$ cat config.mk
export PLATFORM = sky130hd
export DESIGN_NAME = synch_flat
export DESIGN_NICKNAME = d
export VERILOG_FILES = /design/src/rtl/synch_pkg.sv /design/src/rtl/synch_if.sv /design/src/rtl/synch.sv /design/src/flat_wrapper.sv
export SDC_FILE = /design/constraint.sdc
export NUM_CORES = 1
export LEC_CHECK = 0
export CAP_MARGIN = 20
export CORE_MARGIN = 1
export CORE_UTILIZATION = 56
export DETAILED_ROUTE_END_ITERATION = 7
export GPL_TIMING_DRIVEN = 0
export PLACE_DENSITY = 0.8
export SLEW_MARGIN = 40
export SYNTH_ARGS = -nofsm -noshare
export SYNTH_HDL_FRONTEND = slang
export SYNTH_SLANG_ARGS = --single-unit
$ cat constraint.sdc
create_clock -name clk -period 3.4 [get_ports clk]
set_input_delay 0.51 -clock clk [delete_from_list [all_inputs] [get_ports clk]]
set_output_delay 0.51 -clock clk [all_outputs]
set_load 0.01 [all_outputs]
$ cat src/rtl/synch_pkg.sv
// Shared horizontal video timing constants for the Pentagon 448-clock line.
// Used by synch and the vertical stage so both agree on line geometry.
package synch_pkg;

  localparam int unsigned HCOUNT_W = 9;
  typedef logic [HCOUNT_W-1:0] hcount_t;

  localparam int unsigned VID_HPERIOD    = 448;
  localparam int unsigned VID_HBLNK_BEG  = 0;
  localparam int unsigned VID_HSYNC_BEG  = 10;
  localparam int unsigned VID_HSYNC_END  = 43;
  localparam int unsigned VID_HBLNK_END  = 88;
  localparam int unsigned VID_HPIX_BEG   = 140;
  localparam int unsigned VID_HPIX_END   = 396;
  localparam int unsigned VID_HINT_BEG   = 2;
  localparam int unsigned VID_FETCH_LEAD = 16;

  function automatic hcount_t to_hcount(input int unsigned v);
    return hcount_t'(v);
  endfunction

endpackage

$ cat src/rtl/synch_if.sv
// Horizontal timing bus: pixel enable in, blank/sync/pixel levels and strobes out.
// Fetch strobes exist only when SYNCH_FETCH_EN is defined.
interface synch_if;

  logic cend;
  logic hblank;
  logic hsync;
  logic hpix;
  logic hsync_start;
  logic line_start;
  logic hint_start;
`ifdef SYNCH_FETCH_EN
  logic fetch_start;
  logic fetch_end;
`endif

`ifdef SYNCH_FETCH_EN
  modport master (
    input  cend,
    output hblank, hsync, hpix, hsync_start, line_start, hint_start, fetch_start, fetch_end
  );

  modport slave (
    output cend,
    input  hblank, hsync, hpix, hsync_start, line_start, hint_start, fetch_start, fetch_end
  );
`else
  modport master (
    input  cend,
    output hblank, hsync, hpix, hsync_start, line_start, hint_start
  );

  modport slave (
    output cend,
    input  hblank, hsync, hpix, hsync_start, line_start, hint_start
  );
`endif

endinterface

$ cat src/rtl/synch.sv
// Horizontal timing generator: counts cend strobes across a line, emits levels and strobes.
// Optional fetch strobes are built when SYNCH_FETCH_EN is defined.
module synch
  import synch_pkg::*;
#(
`ifdef SYNCH_FETCH_EN
  parameter int unsigned FETCH_LEAD = VID_FETCH_LEAD,
`endif
  parameter int unsigned HPERIOD   = VID_HPERIOD,
  parameter int unsigned HBLNK_BEG = VID_HBLNK_BEG,
  parameter int unsigned HSYNC_BEG = VID_HSYNC_BEG,
  parameter int unsigned HSYNC_END = VID_HSYNC_END,
  parameter int unsigned HBLNK_END = VID_HBLNK_END,
  parameter int unsigned HPIX_BEG  = VID_HPIX_BEG,
  parameter int unsigned HPIX_END  = VID_HPIX_END,
  parameter int unsigned HINT_BEG  = VID_HINT_BEG
) (
  input logic     clk,
  input logic     rst,
  synch_if.master bus
);

  localparam hcount_t HLast     = to_hcount(HPERIOD - 1);
  localparam hcount_t HBlnkBeg  = to_hcount(HBLNK_BEG);
  localparam hcount_t HSyncBeg  = to_hcount(HSYNC_BEG);
  localparam hcount_t HSyncEnd  = to_hcount(HSYNC_END);
  localparam hcount_t HBlnkEnd  = to_hcount(HBLNK_END);
  localparam hcount_t HPixBeg   = to_hcount(HPIX_BEG);
  localparam hcount_t HPixEnd   = to_hcount(HPIX_END);
  localparam hcount_t HIntBeg   = to_hcount(HINT_BEG);
`ifdef SYNCH_FETCH_EN
  localparam hcount_t HFetchBeg = to_hcount(HPIX_BEG - FETCH_LEAD);
  localparam hcount_t HFetchEnd = to_hcount(HPIX_END - FETCH_LEAD);
`endif

  hcount_t hcount_q, hcount_d;
  logic hblank_q, hblank_d;
  logic hsync_q, hsync_d;
  logic hpix_q, hpix_d;
  logic hsync_start_q, hsync_start_d;
  logic line_start_q, line_start_d;
  logic hint_start_q, hint_start_d;
`ifdef SYNCH_FETCH_EN
  logic fetch_start_q, fetch_start_d;
  logic fetch_end_q, fetch_end_d;
`endif

  always_comb begin
    hcount_d = hcount_q;
    hblank_d = hblank_q;
    hsync_d  = hsync_q;
    hpix_d   = hpix_q;

    // Strobes decode the pre-increment count, so they drop as soon as cend drops.
    hsync_start_d = bus.cend && (hcount_q == HSyncBeg);
    line_start_d  = bus.cend && (hcount_q == HBlnkEnd);
    hint_start_d  = bus.cend && (hcount_q == HIntBeg);
`ifdef SYNCH_FETCH_EN
    fetch_start_d = bus.cend && (hcount_q == HFetchBeg);
    fetch_end_d   = bus.cend && (hcount_q == HFetchEnd);
`endif

    if (bus.cend) begin
      hcount_d = (hcount_q == HLast) ? '0 : hcount_q + hcount_t'(1);

      if (hcount_q == HBlnkBeg) begin
        hblank_d = 1'b1;
      end else if (hcount_q == HBlnkEnd) begin
        hblank_d = 1'b0;
      end

      if (hcount_q == HSyncBeg) begin
        hsync_d = 1'b1;
      end else if (hcount_q == HSyncEnd) begin
        hsync_d = 1'b0;
      end

      if (hcount_q == HPixBeg) begin
        hpix_d = 1'b1;
      end else if (hcount_q == HPixEnd) begin
        hpix_d = 1'b0;
      end
    end
  end

  always_ff @(posedge clk) begin
    if (rst) begin
      hcount_q      <= '0;
      hblank_q      <= 1'b0;
      hsync_q       <= 1'b0;
      hpix_q        <= 1'b0;
      hsync_start_q <= 1'b0;
      line_start_q  <= 1'b0;
      hint_start_q  <= 1'b0;
`ifdef SYNCH_FETCH_EN
      fetch_start_q <= 1'b0;
      fetch_end_q   <= 1'b0;
`endif
    end else begin
      hcount_q      <= hcount_d;
      hblank_q      <= hblank_d;
      hsync_q       <= hsync_d;
      hpix_q        <= hpix_d;
      hsync_start_q <= hsync_start_d;
      line_start_q  <= line_start_d;
      hint_start_q  <= hint_start_d;
`ifdef SYNCH_FETCH_EN
      fetch_start_q <= fetch_start_d;
      fetch_end_q   <= fetch_end_d;
`endif
    end
  end

  assign bus.hblank      = hblank_q;
  assign bus.hsync       = hsync_q;
  assign bus.hpix        = hpix_q;
  assign bus.hsync_start = hsync_start_q;
  assign bus.line_start  = line_start_q;
  assign bus.hint_start  = hint_start_q;
`ifdef SYNCH_FETCH_EN
  assign bus.fetch_start = fetch_start_q;
  assign bus.fetch_end   = fetch_end_q;
`endif

endmodule
$ cat src/flat_wrapper.sv
// flat-port wrapper written by rule: the top's interface ports become plain ports
module synch_flat import synch_pkg::*;
#(

  parameter int unsigned HPERIOD   = VID_HPERIOD,
  parameter int unsigned HBLNK_BEG = VID_HBLNK_BEG,
  parameter int unsigned HSYNC_BEG = VID_HSYNC_BEG,
  parameter int unsigned HSYNC_END = VID_HSYNC_END,
  parameter int unsigned HBLNK_END = VID_HBLNK_END,
  parameter int unsigned HPIX_BEG  = VID_HPIX_BEG,
  parameter int unsigned HPIX_END  = VID_HPIX_END,
  parameter int unsigned HINT_BEG  = VID_HINT_BEG
)
  (clk, rst, bus_cend, bus_hblank, bus_hsync, bus_hpix, bus_hsync_start, bus_line_start, bus_hint_start);
  synch_if bus_i ();
  input logic clk;
  input logic rst;
  input wire logic [$bits(bus_i.cend)-1:0] bus_cend;
  output wire logic [$bits(bus_i.hblank)-1:0] bus_hblank;
  output wire logic [$bits(bus_i.hsync)-1:0] bus_hsync;
  output wire logic [$bits(bus_i.hpix)-1:0] bus_hpix;
  output wire logic [$bits(bus_i.hsync_start)-1:0] bus_hsync_start;
  output wire logic [$bits(bus_i.line_start)-1:0] bus_line_start;
  output wire logic [$bits(bus_i.hint_start)-1:0] bus_hint_start;
  assign bus_i.cend = bus_cend;
  assign bus_hblank = bus_i.hblank;
  assign bus_hsync = bus_i.hsync;
  assign bus_hpix = bus_i.hpix;
  assign bus_hsync_start = bus_i.hsync_start;
  assign bus_line_start = bus_i.line_start;
  assign bus_hint_start = bus_i.hint_start;
  synch #(.HPERIOD(HPERIOD), .HBLNK_BEG(HBLNK_BEG), .HSYNC_BEG(HSYNC_BEG), .HSYNC_END(HSYNC_END), .HBLNK_END(HBLNK_END), .HPIX_BEG(HPIX_BEG), .HPIX_END(HPIX_END), .HINT_BEG(HINT_BEG)) u_core (.clk(clk), .rst(rst), .bus(bus_i));
endmodule
==> out/qor.yml <==
outcome:
  outcome: "completed"
clock_network:
  h-tree-depth: 1
  insertion_delay_ns: 0.30
  cts_root_buf: "clkbuf_4"
  cts_tree: "yes"
  clock_sinks: 15
  post_cts_buffers: 0
  cts_buffers: 3
  hold_buffers: 0
  clk_pin_slew_ns: 0.09
  cts_max_path_buffers: 2
  cts_resized: 0
setup_path:
  crit_slowest_cell: "clkdlybuf4s50_1"
  crit_chain: "clkdlybuf4s50_1"
  endpoint_kind: "primary output"
  path_delay_family: "buffers and inverters"
  crit_fanout: 2
  critPathLaunchType: "flip-flop"
  crit_type: "flip-flop to primary output"
  cp_data_required_time_ns: 2.89
  path_buf_inv: 1
  slowest_delay_ns: 0.53
  cp.arrival_ns: 1.16
cells_and_area:
  post-route-util_pct: 73.2
  nNetsFinal: 101
  area_delta_synth_final_pct: 13.8
  design_area_um2: 868
  antenna_cells: 0
  drive_gt1_share_pct: 8.60
logic_synthesis:
  synth_nets: 90
  yosysTopAreaCell: "dfxtp_1"
  synth_cells: 83
  avgSynthCellArea_um2: 9.20
  synthArstFlopShare_pct: 0
  synth.area.top_cells: "dfxtp_1 (39%), ha_1 (6.6%), xor2_1 (3.4%)"
  synth_cell_types: 35
  synth_top_area_share_pct: 39.3
  synth_edf_count: 0
  ys_top_cells_by_count: "dfxtp_1 (15), nor2_1 (6)"
  yosysMostFrequentCell: "dfxtp_1"
  synth_ff_type: "dfxtp_1"
  synth-seq-area-share_pct: 39.3
  syn-cell-area_um2: 763
  ys_warn_count: 0
  ys_ff_latch: 15
die:
  initial_core_util_pct: 64.3
  rows: 12
  die_w_um: 38.9
  die_area_mm2: 0.00151
  chipHeight_um: 38.9
  core_area_mm2: 0.00119
  io_pins: 9
route:
  dr.pass1.iters: 4
  drt_first_iter_violations: 13
  drcViolationCount: 0
  routed_via_density: 5.91
  routedWlPerCell_um: 12.8
  antenna_left: 0
  via_count: 632
  wl_um: 1370
placement:
  hpwlAfterDp_um: 1010
  gp_congestion: 0.817
  place.port_buffers: 6
  dpl_cell_area_um2: 841
sta:
  max_freq_mhz: 597
  worstMarginPinSlew_ns: 0.550
  setup_violations: 0
  hold_viol: 0
  slew_violations: 0
  finClkSkew_ns: 0.00851
  min_period_ns: 1.67
  relSlewSlack_pct: 63.0
  finalSetupTns_ns: 0
  rsz0062_at_grt: "false"
  period_share_pct: 49.2
global_routing:
  antenna_found_initial: 0
  grt_use_total_pct: 23.2
  grt_pass1_vias: 501
  grt_max_degree: 11
  grt.overflow.total: 0
  grt_pass1_wl_um: 2240
worst_hold_path:
  hold_class: "flip-flop to flip-flop"
pwr:
  max-vdd-ir-drop_mv: 0.282
  p_per_area_mw_per_mm2: 366
  power.leakage_nw: 0.331
job:
  maxCapViolations: 0
through the flow:
stage	setup WS, ns	power [W]	std cells	hold WS, ns
6_report	1.73	0.000318	107	0.467
5_1_grt	1.64	0.000333	107	0.480
4_1_cts	1.72	0.000320	107	0.470
3_5_place_dp	1.77	0.000217	103	0.458
3_3_place_gp	1.79	0.000216	103	0.449
2_1_floorplan	1.90	0.000208	83	0.480
sequential cells by signal (all words and copies together) (netlist names):
register                cells
u_core.bus.hblank           1
u_core.bus.hsync            1
u_core.hcount_q             9
u_core.bus.hint_start       1
u_core.bus.hsync_start      1
u_core.bus.line_start       1
u_core.bus.hpix             1
cells by family after synthesis:
logic type	after synthesis	synth area share, %
compound gates	12	11.0
xor+xnor	4	4.59
fa+ha+maj	4	6.56
buf+inv	9	5.08
flops	15	39.3
mux	2	2.62
simple gates	37	30.8
worst paths after layout:
kind                            cells after the start                from            endpoint  slack, ns
worst min-delay path                                2   u_core.bus.hblank   u_core.bus.hblank       0.47
worst max-delay path                                1    u_core.bus.hsync           bus_hsync       1.73
worst max register to register                      4  u_core.hcount_q[1]  u_core.hcount_q[0]       1.78
worst min register to register                      2   u_core.bus.hblank   u_core.bus.hblank       0.47
layer usage:
layer | global-route usage (%) | wire length [um] | part of all wire (%) | vias up
met3 | 8.67 | 64 | 4.7 | 5
li1 | - | - | - | 327
met5 | 0 | 0 | 0 | -
met4 | 15.5 | 39 | 2.8 | 0
met1 | 27.3 | 660 | 48 | 284
met2 | 34.6 | 607 | 44 | 16
area by class of cell:
cell class	count	area, um^2
clock inverters	1	5.00
repair buffers	6	60.1
multi-input cells	59	424
inverters	4	15.0
fillers	101	318
clock buffers	3	22.5
flip-flops and latches	15	300
well taps	14	17.5
plain buffers	5	23.8
placed cells by master (no fill, tap or decap), types with 2 or more instances in the layout:
master and instances:
a211o_1 2, a21oi_1 2, and2_1 2, and3_1 3
clkbuf_1 3, clkbuf_4 3, clkdlybuf4s50_1 6, dfxtp_1 15
ha_1 4, inv_1 4, mux2i_1 2, nand2_1 4
nand3_1 2, nand4_1 4, nand4bb_1 2, nor2_1 6
nor3_1 3, nor4b_1 2, o21ai_0 3, xor2_1 3
power by group:
group | leakage (nW) | total, W | switching (W) | internal (W)
combinational | 0.192 | 0.0000277 | 0.0000151 | 0.0000126
clock | 0.0177 | 0.000105 | 0.0000611 | 0.0000439
sequential | 0.122 | 0.000185 | 0.00000517 | 0.000180
total | 0.331 | 0.000318 | 0.0000814 | 0.000237
(Power assumes the default switching activity.)
